File: config.mk
export PLATFORM = sky130hd
export DESIGN_NAME = bf16_multiplier
export DESIGN_NICKNAME = d
export VERILOG_FILES = /design/src/rtl/bf16_multiplier.sv
export SDC_FILE = /design/constraint.sdc
export NUM_CORES = 1
export LEC_CHECK = 0
export ABC_AREA = 1
export CORE_ASPECT_RATIO = 2
export CORE_MARGIN = 5
export CORE_UTILIZATION = 52
export CTS_CLUSTER_DIAMETER = 50
export CTS_CLUSTER_SIZE = 10
export DETAILED_ROUTE_END_ITERATION = 12
export GPL_ROUTABILITY_DRIVEN = 0
export HOLD_SLACK_MARGIN = 0.15
export PLACE_DENSITY = 0.84
export SLEW_MARGIN = 20
export SYNTH_ARGS = -nofsm -noshare
export SYNTH_HDL_FRONTEND = slang
export SYNTH_SLANG_ARGS = --single-unit
File: constraint.sdc
create_clock -name clk -period 4.2 [get_ports clk]
set_clock_uncertainty 0.1 [all_clocks]
set_input_delay 0.42 -clock clk [delete_from_list [all_inputs] [get_ports clk]]
set_output_delay 0.42 -clock clk [all_outputs]
set_load 0.01 [all_outputs]
File: src/rtl/bf16_multiplier.sv
// Three-stage pipelined bfloat16 multiplier: flush-to-zero inputs, truncating
// mantissa, canonical NaN. Datapath advances every cycle; in_valid only tags out_valid.
module bf16_multiplier (
    input  logic        clk,
    input  logic        rst_n,
    input  logic [15:0] a,
    input  logic [15:0] b,
    input  logic        in_valid,
    output logic        out_valid,
    output logic [15:0] result
);

    localparam int unsigned W  = 16;
    localparam int unsigned EW = 8;
    localparam int unsigned MW = 7;
    localparam int unsigned XW = 10;
    localparam int unsigned PW = 9;
    localparam logic signed [XW-1:0] BIAS    = 10'sd127;
    localparam logic signed [XW-1:0] EXP_MAX = 10'sd255;
    localparam logic [W-1:0]         QNAN    = 16'h7FC0;

    // Stage 1: input registers
    logic [W-1:0] a_q, b_q;
    logic         v1;

    always_ff @(posedge clk) begin
        if (!rst_n) begin
            a_q <= '0;
            b_q <= '0;
            v1  <= 1'b0;
        end else begin
            a_q <= a;
            b_q <= b;
            v1  <= in_valid;
        end
    end

    // Stage 2: classify operands, mantissa product, biased exponent sum
    logic [EW-1:0] ea, eb;
    logic [MW-1:0] ma, mb;
    logic          a_nan, b_nan, a_inf, b_inf, a_zero, b_zero;
    logic          sign_c;
    logic [W-1:0]  prod_c;
    logic signed [XW-1:0] exp_c;
    logic          spec_c;
    logic [W-1:0]  spec_val_c;

    assign ea     = a_q[14:7];
    assign eb     = b_q[14:7];
    assign ma     = a_q[6:0];
    assign mb     = b_q[6:0];
    assign a_nan  = (&ea) &&  (|ma);
    assign b_nan  = (&eb) &&  (|mb);
    assign a_inf  = (&ea) && !(|ma);
    assign b_inf  = (&eb) && !(|mb);
    assign a_zero = !(|ea);
    assign b_zero = !(|eb);
    assign sign_c = a_q[15] ^ b_q[15];
    assign prod_c = W'({1'b1, ma}) * W'({1'b1, mb});
    assign exp_c  = $signed({2'b00, ea}) + $signed({2'b00, eb}) - BIAS;

    always_comb begin
        spec_c     = 1'b0;
        spec_val_c = '0;
        if (a_nan || b_nan || (a_inf && b_zero) || (a_zero && b_inf)) begin
            spec_c     = 1'b1;
            spec_val_c = QNAN;
        end else if (a_inf || b_inf) begin
            spec_c     = 1'b1;
            spec_val_c = {sign_c, {EW{1'b1}}, {MW{1'b0}}};
        end else if (a_zero || b_zero) begin
            spec_c     = 1'b1;
            spec_val_c = {sign_c, {EW{1'b0}}, {MW{1'b0}}};
        end
    end

    logic                 s2_sign, s2_spec, v2;
    logic [W-1:0]         s2_spec_val;
    logic [PW-1:0]        s2_prod;
    logic signed [XW-1:0] s2_exp;

    // Only product bits [15:7] can reach the truncated mantissa
    always_ff @(posedge clk) begin
        if (!rst_n) begin
            s2_sign     <= 1'b0;
            s2_spec     <= 1'b0;
            s2_spec_val <= '0;
            s2_prod     <= '0;
            s2_exp      <= '0;
            v2          <= 1'b0;
        end else begin
            s2_sign     <= sign_c;
            s2_spec     <= spec_c;
            s2_spec_val <= spec_val_c;
            s2_prod     <= prod_c[15:7];
            s2_exp      <= exp_c;
            v2          <= v1;
        end
    end

    // Stage 3: normalise, range check, special-case select
    logic signed [XW-1:0] norm_exp_c;
    logic [MW-1:0]        mant_c;
    logic [W-1:0]         res_c;

    assign norm_exp_c = s2_exp + $signed({{(XW-1){1'b0}}, s2_prod[PW-1]});
    assign mant_c     = s2_prod[PW-1] ? s2_prod[PW-2:1] : s2_prod[PW-3:0];

    always_comb begin
        res_c = {s2_sign, norm_exp_c[EW-1:0], mant_c};
        if (s2_spec) begin
            res_c = s2_spec_val;
        end else if (norm_exp_c >= EXP_MAX) begin
            res_c = {s2_sign, {EW{1'b1}}, {MW{1'b0}}};
        end else if (norm_exp_c <= 10'sd0) begin
            res_c = {s2_sign, {EW{1'b0}}, {MW{1'b0}}};
        end
    end

    always_ff @(posedge clk) begin
        if (!rst_n) begin
            result    <= '0;
            out_valid <= 1'b0;
        end else begin
            result    <= res_c;
            out_valid <= v2;
        end
    end

endmodule

After elaboration in Yosys (flattened, before gate mapping)
Cells that the tools add are included.
- multiply operators: 1
- mux-type cells: 10
- bitwise operators: 2
- $lt $le $gt $ge: 2
- add/sub/neg operators: 3
- reductions and logical operators: 23
- operators with widths (kind ; count):
    two-way mux 16 bit ; 3
    two-way mux 15 bit ; 3
    multiplier 8 x 8 -> 16 bit ; 1
    AND reduction 8 bit ; 2
    OR reduction 8 bit ; 2
    OR reduction 7 bit ; 2
    adder 10 x 2 -> 10 bit ; 1
    >= comparator 10 x 9 -> 1 bit, second input constant ; 1
    <= comparator 10 x 1 -> 1 bit, second input constant ; 1
    subtractor 9 x 7 -> 10 bit, second input constant ; 1
    adder 8 x 8 -> 9 bit ; 1
    two-way mux 7 bit ; 1
    logical AND 1 bit ; 6
    logical OR 1 bit ; 5
    logical NOT 1 bit ; 4
    two-way mux 1 bit ; 3
    OR reduction 3 bit ; 1
    OR reduction 2 bit ; 1
    NOT 1 bit ; 1
    bitwise XOR 1 bit ; 1
- output and inout port bits: 17
- bits of input ports: 35
- register bits: 88
- logic and storage cells: 54

Depth between registers and ports, before layout
Gate-level depths: netlist of run 1.
- depth after elaboration: 7
- mapped depth: 20
- gate-level depth less buffers: 19

Worst setup path after synthesis of run 1
OpenSTA, ideal clock, no wires.
- kind: register -> register
- from: register a_q[2]
- to: register s2_prod[8]
- arrival: 3868 ps
- stages on the path, launching flop included: 19
- buffers on the path: 1
- setup time: 115 ps
- path slack: 117 ps
- path through: dfxtp_1 > clkbuf_1 > nand2_1 > fa_1 > inv_1 > fa_1 > fa_1 > inv_1 > fa_1 > inv_1 > ha_1 > inv_1 > o21bai_1 > inv_1 > o21bai_1 > a211oi_1 > nand3_1 > nand2_1 > nor2_1
- longest elaborated chain between the ends: 1
- ends and longest elaborated chain (element ; RTL line ; source):
    start, declared ; 23 ; logic [W-1:0] a_q, b_q;
    start signal, assigned ; 28 ; a_q <= '0;
    start signal, assigned ; 32 ; a_q <= a;
    multiplier 8 x 8 -> 16 bit ; 59 ; assign prod_c = W'({1'b1, ma}) * W'({1'b1, mb});
    end signal, assigned ; 95 ; s2_prod <= prod_c[15:7];
    end, declared ; 79 ; logic [PW-1:0] s2_prod;
No other way between the ends.
A chain may end at the register's enable or synchronous reset.

Final worst setup path of run 1
- from: register b_q[2]
- to: register s2_prod[6]
- longest elaborated chain between the ends: 1
- ends and longest elaborated chain (element ; RTL line ; source):
    start, declared ; 23 ;
    start signal, assigned ; 29 ; b_q <= '0;
    start signal, assigned ; 33 ; b_q <= b;
    multiplier 8 x 8 -> 16 bit ; 59 ;
No other way between the ends.

==> metrics.txt, run 1 <==
status=complete, no violations; clk sinks=75; RSZ-0062 raised after global routing=yes; WP buf/inv=3; share of the synthesized area in the top cell type=0.293; Comb pwr share=0.265; fraction of layout instances using a drive strength above 1=0.113; Max-Cap Viols=0; maximum vdd drop=0.240 mV; Std-Cell Rows=51; setup violators final=0; cell taking the most area after synthesis=dfxtp_1; detailed placer's ending HPWL=roughly 8.7 mm; final cycle utilization of the critical path=0.986; syn avg cell area=7.50 sq um; Initial Util=0.528; P per Cell Area=between 300 and 400 nW/um^2; sw power=665 uW; die area=between 10000 and 15000 sq um; reg2reg path depth=14; # port buffers=51; CP top delay family=adder cells; largest net degree at the start of global routing=55; Yosys warnings=0; Hold/Removal Path Class=flip-flop to flip-flop; clk buf depth=2; startpoint types=flip-flop; Synth Register Bits=75; mapped cell area=5120 sq um; die span in x=80.2 microns; asr flop ratio synth=0; Compound-Gate Fraction of Synth Area=0.0806; commonest non-fill, non-tap cells in the layout=inv_1, nand2_1, dfxtp_1; Area Growth Syn to Fin=22.7%; CP Data Required Time=4320 ps; Max transition margin=0.670; hold depth=2; mux share of post-synthesis cell area=0; area post-placement=5780 sq um; clock power share=0.358; Critical Path Slowest Stage Cell=fa_1; switching part of the total power=0.308; worst skew pair latency=340 ps; most common cell after layout, fill and taps aside=inv_1; Max Clock Freq=between 0.2 and 0.25 GHz; post-route minimum period=~4100 ps; syn nets=803; WP data arrival=4260 ps; via count=between 4000 and 5000; core area=about 9700 sq um; Final Hold Viols=0; final std cell area, no fill=6280 sq um; crit path kind=flip-flop to flip-flop; Post-DRT Antenna Nets=0; CTS H-tree lvls=3; Sequential Power Share=0.377; CTS buffer count=9; DR WL/cell=around 13 microns; EDFF count, synth=0; Die H=150 microns; critical path depth=14; largest cells by area after synthesis=dfxtp_1, fa_1, inv_1, nand2_1, ha_1; final setup margin=approximately 58 ps; CP cell instances=inv_1, fa_1, fa_1, fa_1, inv_1, fa_1, ha_4, nand2_2, nor2_1, inv_1, nor4_1, a21oi_1, o21ai_1, a21oi_1; DRT Pass-1 Iters=6; clock slew at reported path FFs=60 ps; overall routing resource usage=0.199; global-route wire length before repair=19.1 mm; CP endpoint kind=flip-flop; Netlist cell types=40; nets@finish=859; Slew Viols, Final=0; I/O pin total=52; initial antenna violation count=0; Crit Path Max Fanout=8; initial DRC count=between 300 and 400; Critical Path Max Stage Delay=570 ps; # diodes=0; CTS tree=built; XOR/XNOR Fraction of Synth Area=0.00831; top_reg_cell synth=dfxtp_1; Synth Area in Adders=0.260; DRC Markers=0; Internal=around 1.5 mW; Vias/cell=between 5 and 6; WL final=11.8 mm; combinational family with the most area after synthesis=adder cells; total global routing overflow=0; reg-to-reg slack, setup=approximately 58 ps; Root Driver=clkbuf_16; register area share after synthesis=0.293; pre-CTS WS=-72.6 ps; Synth Area in Simple Gates=0.217; CP most frequent cell=fa_1; Static Leak=3.46 nW; Syn Inst Count=683; Worst Tran Pin Value=between 400 and 500 ps; vias in the first global route=between 4000 and 5000
[power by group through the flow]
stage               clock network [mW]  logic, mW  registers [mW]
finish                           0.773      0.572           0.815
detailed placement                   0      0.482           0.830
global placement                     0      0.457           0.827
global route                     0.817      0.634           0.821
floorplan                            0      0.333           0.823
CTS                              0.778      0.498           0.816
[cells by family after synthesis]
group           count (synthesis)
simple gates                  256
xor+xnor                        4
compound gates                 73
flops                          75
fa+ha+maj                      85
buf+inv                       190
[metrics by stage]
step / hold slack (ps) / setup TNS (ps) / total power, mW / instances / util
after floorplan: 290 / 0 / 1.16 / 683 / -
after global placement: 302 / 0 / 1.28 / 857 / 0.596
after detailed placement: 308 / -211 / 1.31 / 857 / 0.596
after CTS: 320 / 0 / 2.09 / 874 / 0.631
after global routing: 352 / -163 / 2.27 / 876 / 0.648
final: 317 / 0 / 2.16 / 876 / 0.648
[final timing paths]
path / startpoint / end
min: v1 / v2
max: b_q[2] / s2_prod[6]
max reg2reg: b_q[2] / s2_prod[6]
min reg2reg: v1 / v2
[cells in the mapped netlist (all sizes together) (3+ instances only)]
cell	number
nand4	6
nor2	38
nand3	20
ha	49
a211oi	3
dfxtp	75
o21ai	29
nor4	5
clkbuf	12
nand2	171
fa	36
xnor2	3
o21bai	4
buf	4
a21oi	31
inv	173
nor3	8
[state kept, by name (all words and copies together), names as in the netlist, 3 cells and up]
signal and cells:
s2_prod 9, s2_exp 10, result 16, s2_spec_val 3, a_q 16, b_q 16
[timing repair]
| action | CTS | global route |
|---|---|---|
| hold buffers | 0 | 0 |
| setup endpoints to repair | 5 | 8 |
| resized for setup | 7 | 44 |
| pin swaps | 1 | 19 |
| buffers inserted | 1 | 2 |
[layout make-up]
type                            count  area [sq um]
Tap cell                          132           165
Timing Repair Buffer               61           584
Clock inverter                      5          61.3
Sequential cell                    75          1530
Fill cell                         779          3410
Inverter                          174           653
Multi-Input combinational cell    418          3050
Clock buffer                       11           243
[worst register-to-register path, stage by stage, from the launching register on]
cell	delay (ps)
dfxtp_2	420
inv_1	100
fa_1	570
fa_1	450
fa_1	570
inv_1	60
fa_1	550
ha_4	330
nand2_2	90
nor2_1	130
inv_1	70
nor4_1	210
a21oi_1	150
o21ai_1	150
a21oi_1	60
[routing by layer]
metal / wire (microns) / vias up / part of all wire / GRT usage
met5: 0 / - / 0 / 0
met4: 812 / 0 / 0.069 / 0.120
met3: 607 / 77 / 0.051 / 0.0425
met2: 6460 / 184 / 0.55 / 0.382
met1: 3930 / 2075 / 0.33 / 0.184
li1: - / 2181 / - / -
Note: power is estimated with default switching activity, not from simulation.
==> inputs of run 2 (changes only) <==
--- a/config.mk
+++ b/config.mk
@@ -13,6 +13,7 @@
 export CTS_CLUSTER_SIZE = 10
 export DETAILED_ROUTE_END_ITERATION = 12
 export GPL_ROUTABILITY_DRIVEN = 0
+export GPL_TIMING_DRIVEN = 0
 export HOLD_SLACK_MARGIN = 0.15
 export PLACE_DENSITY = 0.84
 export SLEW_MARGIN = 20
==> metrics.txt, run 2 (synthesis results as in run 1) <==
DRT Pass-1 Iters=6 (unchanged); CP most frequent cell=fa_1; CP endpoint kind=flip-flop; Die H=150 microns (unchanged); hold slack=326 ps (+9.19 ps); switching part of the total power=0.304 (-0.00386); die span in x=80.2 microns (unchanged); detailed placer's ending HPWL=8.62 mm (-0.49%); most common cell after layout, fill and taps aside=inv_1; largest net degree at the start of global routing=14 (-75%); status=complete, no violations; area post-placement=5790 sq um (+0.13%); Post-DRT Antenna Nets=0 (unchanged); RR Startpoint=b_q[5]; core area=9700 sq um (unchanged); overall routing resource usage=0.194 (-0.00534); worst flop-to-flop path endpoint=s2_prod[6]; Post-Route Utilization=0.647 (-0.00103); Critical Path Slowest Stage Cell=fa_1; final cycle utilization of the critical path=0.977 (-0.00942); WP data arrival=4230 ps (-30 ps); reg2reg path depth=15 (+1); crit path kind=flip-flop to flip-flop; clk buf depth=2 (unchanged); Std-Cell Rows=51 (unchanged); Max Clock Freq=0.244 GHz (+0.96%); Sequential Power Share=0.383 (+0.006); Crit Path Max Fanout=6 (-2); initial DRC count=314 (-4.3%); RSZ-0062 raised after global routing=yes; Slew Viols, Final=0 (unchanged); total global routing overflow=0 (unchanged); final std cell area, no fill=6270 sq um (-0.16%); TNS Setup=0 ps (unchanged); met3 wire len=488 microns (-20%); Critical Path Max Stage Delay=540 ps (-30 ps); max layer used=met4; Static Leak=3.47 nW (about the same); Comb pwr share=0.252 (-0.013); # diodes=0 (unchanged); Hold Crit Start=v1; Hold/Removal Path Class=flip-flop to flip-flop; CTS buffer count=9 (unchanged); Vias/cell=4.95 (-4.0%); Register Area=1540 sq um (+0.65%); post-route minimum period=4100 ps (-39.6 ps); P per Cell Area=339 nW/um^2 (-1.5%); fraction of layout instances using a drive strength above 1=0.110 (-0.00328); vias in the first global route=4416 (-3.0%); Area Growth Syn to Fin=22.5%; Internal=1.48 mW (-1.1%); die area=12100 sq um (unchanged); multi-input logic area=3020 sq um (-0.94%); hold buffers post-CTS=0 (unchanged); CP cell instances=buf_4, nand2_1, fa_1, fa_1, fa_1, inv_1, fa_1, ha_1, nand2_2, nor2_1, inv_1, nor4_2, a21oi_2, o21ai_0, a21oi_1; Worst Tran Pin Value=517 ps (+22.6 ps); DR WL/cell=12.3 microns (-8.4%); Hold EP=v2; initial antenna violation count=0 (unchanged); clock power share=0.364 (+0.006); Pwr Total=2.12 mW (-1.6%); setup violators final=0 (unchanged); hold depth=2 (unchanged); Initial Util=0.528 (unchanged); startpoint types=flip-flop; reg-to-reg slack, setup=100 ps (+40 ps); WP buf/inv=3 (unchanged); largest registers=a_q: 16 flops, b_q: 16 flops, result: 16 flops; maximum vdd drop=0.284 mV (+18%); sw power=646 uW (-2.9%); Root Driver=clkbuf_16; via count=4357 (-3.5%); met1 WL=3.85 mm (-1.9%); clk sinks=75 (unchanged); global-route wire length before repair=18.4 mm (-3.2%); CTS tree=built; Max-Cap Viols=0 (unchanged); fillcell total=783 (+0.51%); CP Data Required Time=4330 ps (about the same); met2 wire length=6.13 mm (-5.1%); # port buffers=50 (-2.0%); clock slew at reported path FFs=60 ps (about the same); I/O pin total=52 (unchanged); nets@finish=863 (+0.47%); WL final=10.9 mm (-8.0%); DRC Markers=0 (unchanged); worst skew pair latency=340 ps (about the same); Final Hold Viols=0 (unchanged); CTS H-tree lvls=3 (unchanged); commonest non-fill, non-tap cells in the layout=inv_1, nand2_1, dfxtp_1; CP top delay family=adder cells; Max transition margin=0.655 (-0.0151)
run 2: worst max-delay path by stage:
stage          slack, ps    from  cells past startpoint    endpoint
6_report             100  b_q[5]                     15  s2_prod[6]
5_1_grt              -80  b_q[5]                     17  s2_prod[6]
3_5_place_dp        -300  a_q[2]                     17  s2_prod[8]
2_1_floorplan        120  a_q[2]                     18  s2_prod[8]
3_3_place_gp        -210  a_q[2]                     17  s2_prod[8]
4_1_cts                4  a_q[1]                     18  s2_prod[3]
run 2: what timing repair did:
item                                    in CTS  in global routing
endpoints found under the setup margin       7                  7
hold endpoints to repair                     0                  0
resized for setup                           11                 41
pin swaps                                    2                  9
buffers inserted                             1                  7
run 2: power by group through the flow:
stage	Sequential, mW	Combinational, mW	Clock, mW
3_3_place_gp	0.820	0.464	0
5_1_grt	0.823	0.608	0.813
6_report	0.815	0.536	0.774
4_1_cts	0.817	0.485	0.778
2_1_floorplan	0.823	0.333	0
3_5_place_dp	0.822	0.484	0
run 2: stage by stage:
stage	std cells	worst slack [ps]
after global placement	865	-210
after CTS	873	3.84
after floorplan	683	117
after detailed placement	865	-295
final	880	97.2
after global routing	880	-79.9
run 2: metal layers:
| layer | vias up | GRT usage |
|---|---|---|
| li1 | 2185 | - |
| met1 | 2004 | 0.187 |
| met2 | 133 | 0.370 |
| met3 | 35 | 0.0449 |
| met4 | 0 | 0.0990 |
| met5 | - | 0 |
run 2: tightest hold or removal path, stage by stage, from the launching register on:
cell,delay [ps]
dfxtp_1,310
nand2_1,50
inv_1,40
run 2: area by class of cell:
type / count / share of cell area
flip-flops and latches: 75 / 0.246
repair buffers: 58 / 0.0893
clock inverters: 5 / 0.00977
multi-input cells: 418 / 0.481
inverters: 174 / 0.104
well taps: 132 / 0.0263
clock buffers: 11 / 0.0387
plain buffers: 7 / 0.00479
